`src/rtl/ota_trim_cal_ctrl_if.sv`:
```
// Control/status bundle between the pin-side controller and the OTA trim sequencer.
interface ota_trim_cal_ctrl_if #(
  parameter int TRIM_W = 6
) ();
  logic              start;
  logic              abort;
  logic              cmp_in;
  logic              man_en;
  logic [TRIM_W-1:0] man_code;
  logic [TRIM_W-1:0] trim_code;
  logic              cal_en;
  logic              busy;
  logic              done;
  logic              trim_valid;

  // Controller side: issues commands, observes trim status
  modport master (
    output start, abort, cmp_in, man_en, man_code,
    input  trim_code, cal_en, busy, done, trim_valid
  );

  // Sequencer side
  modport slave (
    input  start, abort, cmp_in, man_en, man_code,
    output trim_code, cal_en, busy, done, trim_valid
  );
endinterface

```
`src/rtl/ota_trim_cal_ctrl.sv`:
```
// OTA offset-trim calibration sequencer: SAR search on the OTA comparator with
// per-bit settle time and majority-voted sampling, plus a manual code override.
module ota_trim_cal_ctrl #(
  parameter int TRIM_W     = 6,
  parameter int SETTLE_CYC = 16,
  parameter int N_SAMP     = 3
) (
  input  logic               clk,
  input  logic               rst,
  ota_trim_cal_ctrl_if.slave bus
);

  localparam int IDX_W  = (TRIM_W > 2) ? $clog2(TRIM_W) : 1;
  localparam int CNT_MX = (SETTLE_CYC > N_SAMP) ? SETTLE_CYC : N_SAMP;
  localparam int CNT_W  = $clog2(CNT_MX + 1);
  localparam int ONES_W = $clog2(N_SAMP + 1);

  localparam logic [CNT_W-1:0]  SETTLE_LAST = CNT_W'(SETTLE_CYC - 1);
  localparam logic [CNT_W-1:0]  SAMP_LAST   = CNT_W'(N_SAMP - 1);
  localparam logic [ONES_W-1:0] HALF_SAMP   = ONES_W'(N_SAMP / 2);
  localparam logic [IDX_W-1:0]  TOP_IDX     = IDX_W'(TRIM_W - 1);

  localparam logic [2:0] ST_IDLE   = 3'd0;
  localparam logic [2:0] ST_SETTLE = 3'd1;
  localparam logic [2:0] ST_SAMPLE = 3'd2;
  localparam logic [2:0] ST_DECIDE = 3'd3;
  localparam logic [2:0] ST_FINISH = 3'd4;

  logic [2:0]        state_q, state_d;
  logic [TRIM_W-1:0] trim_q, trim_d;
  logic [TRIM_W-1:0] last_good_q, last_good_d;
  logic [IDX_W-1:0]  idx_q, idx_d;
  logic [CNT_W-1:0]  cnt_q, cnt_d;
  logic [ONES_W-1:0] ones_q, ones_d;
  logic              cal_en_q, cal_en_d;
  logic              done_q, done_d;
  logic              valid_q, valid_d;
  logic              cmp_s1_q, cmp_s2_q;

  // Next-state and datapath decisions for the SAR sequencer
  always_comb begin
    state_d     = state_q;
    trim_d      = trim_q;
    last_good_d = last_good_q;
    idx_d       = idx_q;
    cnt_d       = cnt_q;
    ones_d      = ones_q;
    cal_en_d    = cal_en_q;
    valid_d     = valid_q;
    done_d      = 1'b0;

    case (state_q)
      ST_IDLE: begin
        if (bus.man_en) begin
          // Manual code is tracked continuously and becomes the abort fallback
          trim_d      = bus.man_code;
          last_good_d = bus.man_code;
          valid_d     = 1'b1;
        end else if (bus.start && !bus.abort) begin
          idx_d    = TOP_IDX;
          trim_d   = {1'b1, {(TRIM_W-1){1'b0}}};
          cal_en_d = 1'b1;
          cnt_d    = '0;
          state_d  = ST_SETTLE;
        end
      end
      ST_SETTLE: begin
        if (cnt_q == SETTLE_LAST) begin
          cnt_d   = '0;
          ones_d  = '0;
          state_d = ST_SAMPLE;
        end else begin
          cnt_d = cnt_q + CNT_W'(1);
        end
      end
      ST_SAMPLE: begin
        ones_d = ones_q + ONES_W'(cmp_s2_q);
        if (cnt_q == SAMP_LAST) begin
          cnt_d   = '0;
          state_d = ST_DECIDE;
        end else begin
          cnt_d = cnt_q + CNT_W'(1);
        end
      end
      ST_DECIDE: begin
        // Comparator low on the majority means the trial code overshot
        if (ones_q <= HALF_SAMP) trim_d[idx_q] = 1'b0;
        if (idx_q != '0) begin
          trim_d[idx_q - IDX_W'(1)] = 1'b1;
          idx_d   = idx_q - IDX_W'(1);
          state_d = ST_SETTLE;
        end else begin
          state_d = ST_FINISH;
        end
      end
      ST_FINISH: begin
        done_d      = 1'b1;
        cal_en_d    = 1'b0;
        valid_d     = 1'b1;
        last_good_d = trim_q;
        state_d     = ST_IDLE;
      end
      default: state_d = ST_IDLE;
    endcase

    // Abort discards the partial search and restores the last good code
    if (bus.abort && (state_q != ST_IDLE)) begin
      state_d     = ST_IDLE;
      trim_d      = last_good_q;
      last_good_d = last_good_q;
      cal_en_d    = 1'b0;
      valid_d     = valid_q;
      done_d      = 1'b0;
      cnt_d       = '0;
    end
  end

  // State, datapath and comparator synchronizer registers
  always_ff @(posedge clk or posedge rst) begin
    if (rst) begin
      state_q     <= ST_IDLE;
      trim_q      <= '0;
      last_good_q <= '0;
      idx_q       <= '0;
      cnt_q       <= '0;
      ones_q      <= '0;
      cal_en_q    <= 1'b0;
      done_q      <= 1'b0;
      valid_q     <= 1'b0;
      cmp_s1_q    <= 1'b0;
      cmp_s2_q    <= 1'b0;
    end else begin
      state_q     <= state_d;
      trim_q      <= trim_d;
      last_good_q <= last_good_d;
      idx_q       <= idx_d;
      cnt_q       <= cnt_d;
      ones_q      <= ones_d;
      cal_en_q    <= cal_en_d;
      done_q      <= done_d;
      valid_q     <= valid_d;
      cmp_s1_q    <= bus.cmp_in;
      cmp_s2_q    <= cmp_s1_q;
    end
  end

  assign bus.trim_code  = trim_q;
  assign bus.cal_en     = cal_en_q;
  assign bus.busy       = (state_q != ST_IDLE);
  assign bus.done       = done_q;
  assign bus.trim_valid = valid_q;

endmodule

```
`src/flat_wrapper.sv`:
```
// flat-port wrapper written by rule: the top's interface ports become plain ports
module ota_trim_cal_ctrl_flat 
#(
  parameter int TRIM_W     = 6,
  parameter int SETTLE_CYC = 16,
  parameter int N_SAMP     = 3
)
  (clk, rst, bus_start, bus_abort, bus_cmp_in, bus_man_en, bus_man_code, bus_trim_code, bus_cal_en, bus_busy, bus_done, bus_trim_valid);
  ota_trim_cal_ctrl_if #(.TRIM_W(TRIM_W)) bus_i ();
  input  logic clk;
  input  logic rst;
  input wire logic [$bits(bus_i.start)-1:0] bus_start;
  input wire logic [$bits(bus_i.abort)-1:0] bus_abort;
  input wire logic [$bits(bus_i.cmp_in)-1:0] bus_cmp_in;
  input wire logic [$bits(bus_i.man_en)-1:0] bus_man_en;
  input wire logic [$bits(bus_i.man_code)-1:0] bus_man_code;
  output wire logic [$bits(bus_i.trim_code)-1:0] bus_trim_code;
  output wire logic [$bits(bus_i.cal_en)-1:0] bus_cal_en;
  output wire logic [$bits(bus_i.busy)-1:0] bus_busy;
  output wire logic [$bits(bus_i.done)-1:0] bus_done;
  output wire logic [$bits(bus_i.trim_valid)-1:0] bus_trim_valid;
  assign bus_i.start = bus_start;
  assign bus_i.abort = bus_abort;
  assign bus_i.cmp_in = bus_cmp_in;
  assign bus_i.man_en = bus_man_en;
  assign bus_i.man_code = bus_man_code;
  assign bus_trim_code = bus_i.trim_code;
  assign bus_cal_en = bus_i.cal_en;
  assign bus_busy = bus_i.busy;
  assign bus_done = bus_i.done;
  assign bus_trim_valid = bus_i.trim_valid;
  ota_trim_cal_ctrl #(.TRIM_W(TRIM_W), .SETTLE_CYC(SETTLE_CYC), .N_SAMP(N_SAMP)) u_core (.clk(clk), .rst(rst), .bus(bus_i));
endmodule
```
`config.mk`:
```
export PLATFORM = sky130hd
export DESIGN_NAME = ota_trim_cal_ctrl_flat
export DESIGN_NICKNAME = d
export VERILOG_FILES = /design/src/rtl/ota_trim_cal_ctrl_if.sv /design/src/rtl/ota_trim_cal_ctrl.sv /design/src/flat_wrapper.sv
export SDC_FILE = /design/constraint.sdc
export NUM_CORES = 1
export LEC_CHECK = 0
export BUFFER_PORTS_ARGS = -buffer_cell sky130_fd_sc_hd__buf_4
export CORE_MARGIN = 4
export CORE_UTILIZATION = 55
export CTS_BUF_LIST = sky130_fd_sc_hd__clkbuf_4 sky130_fd_sc_hd__clkbuf_8
export CTS_CLUSTER_SIZE = 25
export DETAILED_ROUTE_END_ITERATION = 10
export PLACE_DENSITY = 0.76
export SKIP_LAST_GASP = 1
export SLEW_MARGIN = 20
export SYNTH_ARGS = -nofsm -noshare
export SYNTH_HDL_FRONTEND = slang
export SYNTH_SLANG_ARGS = --single-unit
export TNS_END_PERCENT = 30
```
`constraint.sdc`:
```
create_clock -name clk -period 2.2 [get_ports clk]
set_input_delay 0.22 -clock clk [delete_from_list [all_inputs] [get_ports clk]]
set_output_delay 0.22 -clock clk [all_outputs]
set_load 0.02 [all_outputs]
```
==> impl_metrics.env <==
export IMPL_fin_ws_ps=120
export IMPL_maximum_number_of_pins_on_one_net_before_global_route_repair=31
export IMPL_synth_edf_count=0
export IMPL_syn_area_per_cell_um2=8.64
export IMPL_crit_start="u_core.idx_q[0]"
export IMPL_core_area_um2=3390
export IMPL_tritonroute_pass_1_iters=4
export IMPL_n_fill_cell=290
export IMPL_holdPathStages=2
export IMPL_syn_instance_count=226
export IMPL_syn_nets=245
export IMPL_post_synth_num_cell_types=47
export IMPL_post_place_ws_ps=212
export IMPL_post_cts_repair_setup_buffers=0
export IMPL_critical_path_slowest_cell="sky130_fd_sc_hd__dfrtp_1"
export IMPL_detail_route_wl_per_cell_um=15.3
export IMPL_final_period_minus_worst_setup_slack_ps=2080
export IMPL_timing_max_transition_violations_final=0
export IMPL_powerDensity_nw_per_um2=882
export IMPL_critical_path_top_delay_family="compound AO/OA/AOI/OAI gates"
export IMPL_final_layout_size_suffix_gt1_share_pct=14.4
export IMPL_worstPathRequired_ps=2410
export IMPL_maxSlewHeadroom_pct=62.5
export IMPL_die_height_um=67.6
export IMPL_ctsRootBufferMaster="sky130_fd_sc_hd__clkbuf_4"
export IMPL_grt_util_all_layers_pct=22.0
export IMPL_worst_path_largest_cell_delay_ps=520
export IMPL_synth_warning_count=0
export IMPL_worst_hold_path_endpoint="u_core.bus.done"
export IMPL_setup_worst_path_end_class="register"
export IMPL_worst_slew_pin_transition_ps=562
export IMPL_timing_max_cap_violations=0
export IMPL_detail_route_iter0_violations=182
export IMPL_timing_final_hold_violations=0
export IMPL_min_path_type="in2reg"
export IMPL_power_ir_vdd_worst_mv=0.631
export IMPL_cp_num_cells=7
export IMPL_crit_buf_inv=1
export IMPL_grt_setup_unrepaired="false"
export IMPL_worst_hold_slack_ps=160
export IMPL_fmax_ghz=0.481
export IMPL_setup_viol_count_final=0
export IMPL_wirelength_um=4420
export IMPL_power_frac_comb_pct=39.7
export IMPL_crit_chain="inv_1 > ha_1 > and3b_1 > a31oi_1 > o211ai_1 > a22oi_1 > a21oi_1"
export IMPL_dp_hpwl_um=3180
export IMPL_antenna_violations_before_repair=0
export IMPL_p_int_mw=1.15
export IMPL_grt_first_pass_wirelength_um=7390
export IMPL_setup_worst_path_class="reg2reg"
export IMPL_synth_ff_latch_count=30
export IMPL_worst_r2r_endpoint="u_core.bus.trim_code[5]"
export IMPL_dpl_cell_count=281
export IMPL_io_buffer_count=21
export IMPL_worst_r2r_cell_count=7
export IMPL_regToRegSetupSlack_ps=120
export IMPL_syn_area_um2=1950
export IMPL_synth_async_reset_ratio_pct=100
export IMPL_worstPathArrival_ps=2290
export IMPL_finalClockSkew_ps=8.52
export IMPL_avgViaCountPerCell=5.79
export IMPL_fin_setup_tns_ps=0
export IMPL_timing_hold_worst_start="bus_abort"
export IMPL_worst_setup_hold_path_clk_slew_ps=90
export IMPL_critical_path_startpoint_type="register"
export IMPL_cts_sinks=30
export IMPL_design_portCount=22
export IMPL_detailroute_via_count=1672
export IMPL_leakage_nw=0.940
export IMPL_seq_power_share_pct=43.0
export IMPL_finalNonFillerCells=289
export IMPL_share_clk_of_total_power_pct=17.3
export IMPL_final_min_period_over_clock_period_pct=94.6
export IMPL_switching_share_pct=39.6
export IMPL_final_nets=263
export IMPL_syn_to_final_growth_pct=11.2
export IMPL_routabilityCongestion=0.865
export IMPL_outcome="completed"
export IMPL_power_total_mw=1.91
export IMPL_tritoncts_num_buffers=5
export IMPL_postSynth_topFlopCell="sky130_fd_sc_hd__dfrtp_1"
export IMPL_floorplan_die_width_um=67.6
export IMPL_synth_sequential_area_ratio_pct=38.5
export IMPL_cts_max_path_buffers=2
export IMPL_net_switching_power_uw=758
export IMPL_placement_rows=21
export IMPL_drt_drc_violations_left=0
export IMPL_cts_tree="built"
export IMPL_first_global_vias=1505
export IMPL_die_area_um2=4570
export IMPL_gr_total_overflow=0
export IMPL_htree_num_levels=2
export IMPL_regToRegStartpoint="u_core.idx_q[0]"
export IMPL_ant_nets=0
export IMPL_clkLatencyLatePin_ps=340
export IMPL_count_of_inserted_antenna_diode_cells=0
export IMPL_effective_utilization_at_floorplan_pct=57.6
export IMPL_critical_path_fanouts_max=9
## layout make-up
cell class                 instances  area (µm²)  area share (%)
inverter                          11        41.3            1.90
timing repair buffer              26         200            9.23
tap                               46        57.6            2.65
multi-input combinational        170        1070            49.3
sequential                        30         751            34.6
clock buffer                       6        51.3            2.36
## power by group through the flow
| stage | Sequential, mW | Clock [mW] | Combinational [mW] |
|---|---|---|---|
| after global placement | 0.824 | 0 | 0.744 |
| after CTS | 0.820 | 0.335 | 0.759 |
| final | 0.822 | 0.331 | 0.759 |
| after detailed placement | 0.830 | 0 | 0.754 |
| after floorplan | 0.835 | 0 | 0.510 |
| after global routing | 0.844 | 0.358 | 0.847 |
## cell families after synthesis
kind of cell             after synthesis  share of synthesized area [%]
AND/OR/NAND/NOR                       82                           22.2
multiplexers                           8                           4.17
buffers and inverters                 26                           6.79
AO/OA/AOI/OAI                         73                           23.8
flip-flops                            30                           38.5
adder cells (fa/ha/maj)                7                           4.49
## stage by stage
stage / instance area [µm²] / util, %
2_1_floorplan: 1950 / -
3_3_place_gp: 2100 / 61.9
3_5_place_dp: 2100 / 61.9
4_1_cts: 2170 / 64.0
5_1_grt: 2170 / 64.0
6_report: 2170 / 64.0
## registers in the layout, summed over array words and instances, names as in the netlist
signal,cells
u_core.bus.trim_code,6
u_core.last_good_q,6
u_core.cnt_q,5
u_core.idx_q,3
u_core.state_q,3
u_core.ones_q,2
u_core.bus.cal_en,1
u_core.bus.done,1
u_core.bus.trim_valid,1
u_core.cmp_s1_q,1
u_core.cmp_s2_q,1
## placed cells by master, fill, tap and decap left out, types with 2 or more instances in the layout
cell type / n
sky130_fd_sc_hd__a21boi_0: 2
sky130_fd_sc_hd__a21o_1: 2
sky130_fd_sc_hd__a21oi_1: 18
sky130_fd_sc_hd__a2bb2oi_1: 2
sky130_fd_sc_hd__a31oi_1: 6
sky130_fd_sc_hd__and2_1: 3
sky130_fd_sc_hd__and3b_1: 2
sky130_fd_sc_hd__buf_4: 24
sky130_fd_sc_hd__clkbuf_4: 5
sky130_fd_sc_hd__dfrtp_1: 30
sky130_fd_sc_hd__dlygate4sd3_1: 2
sky130_fd_sc_hd__ha_1: 7
sky130_fd_sc_hd__inv_1: 10
sky130_fd_sc_hd__mux2i_1: 7
sky130_fd_sc_hd__nand2_1: 29
sky130_fd_sc_hd__nand2b_1: 8
sky130_fd_sc_hd__nand3_1: 2
sky130_fd_sc_hd__nand3b_1: 4
sky130_fd_sc_hd__nor2_1: 12
sky130_fd_sc_hd__nor2b_1: 4
sky130_fd_sc_hd__nor3_1: 8
sky130_fd_sc_hd__nor3b_1: 2
sky130_fd_sc_hd__nor4b_1: 2
sky130_fd_sc_hd__o21ai_0: 7
sky130_fd_sc_hd__o21ai_1: 15
sky130_fd_sc_hd__o22a_1: 2
sky130_fd_sc_hd__o22ai_1: 6
sky130_fd_sc_hd__o31a_1: 2
sky130_fd_sc_hd__o31ai_1: 2
## cells in the mapped netlist, types with 3 or more instances
library cell / count / area share, %
sky130_fd_sc_hd__nor2b_1: 4 / 1.3
sky130_fd_sc_hd__buf_2: 7 / 1.8
sky130_fd_sc_hd__a21oi_1: 18 / 4.6
sky130_fd_sc_hd__a31oi_1: 6 / 1.9
sky130_fd_sc_hd__mux2i_1: 7 / 3.6
sky130_fd_sc_hd__and2_1: 3 / 0.96
sky130_fd_sc_hd__nand2b_1: 8 / 2.6
sky130_fd_sc_hd__o22ai_1: 6 / 1.9
sky130_fd_sc_hd__inv_1: 10 / 1.9
sky130_fd_sc_hd__clkbuf_1: 3 / 0.58
sky130_fd_sc_hd__ha_1: 7 / 4.5
sky130_fd_sc_hd__o21ai_0: 7 / 1.8
sky130_fd_sc_hd__nor3_1: 8 / 2.1
sky130_fd_sc_hd__buf_4: 3 / 1.2
sky130_fd_sc_hd__nand3b_1: 4 / 1.5
sky130_fd_sc_hd__nor2_1: 12 / 2.3
sky130_fd_sc_hd__nand2_1: 29 / 5.6
sky130_fd_sc_hd__o21ai_1: 15 / 3.8
sky130_fd_sc_hd__dfrtp_1: 30 / 38
## worst max-delay path by stage
stage / to
after global routing: u_core.bus.trim_code[5]
after global placement: u_core.bus.trim_code[1]
final: u_core.bus.trim_code[5]
after floorplan: u_core.bus.trim_code[2]
after CTS: u_core.bus.trim_code[5]
after detailed placement: u_core.bus.trim_code[2]
## per-layer routing
metal	part of all wire, %	global-route usage [%]	routed length [µm]
met5	0	0	0
met4	1.6	9.87	70
met3	5.9	4.16	261
met2	46	33.4	2040
met1	46	30.3	2040
## repair_timing
| action | 4_1_cts | 5_1_grt |
|---|---|---|
| endpoints found under the hold margin | 31 | 0 |
| hold buffers | 2 | 0 |
| resized for setup | 0 | 0 |
Power figures use the tool's default switching activity.
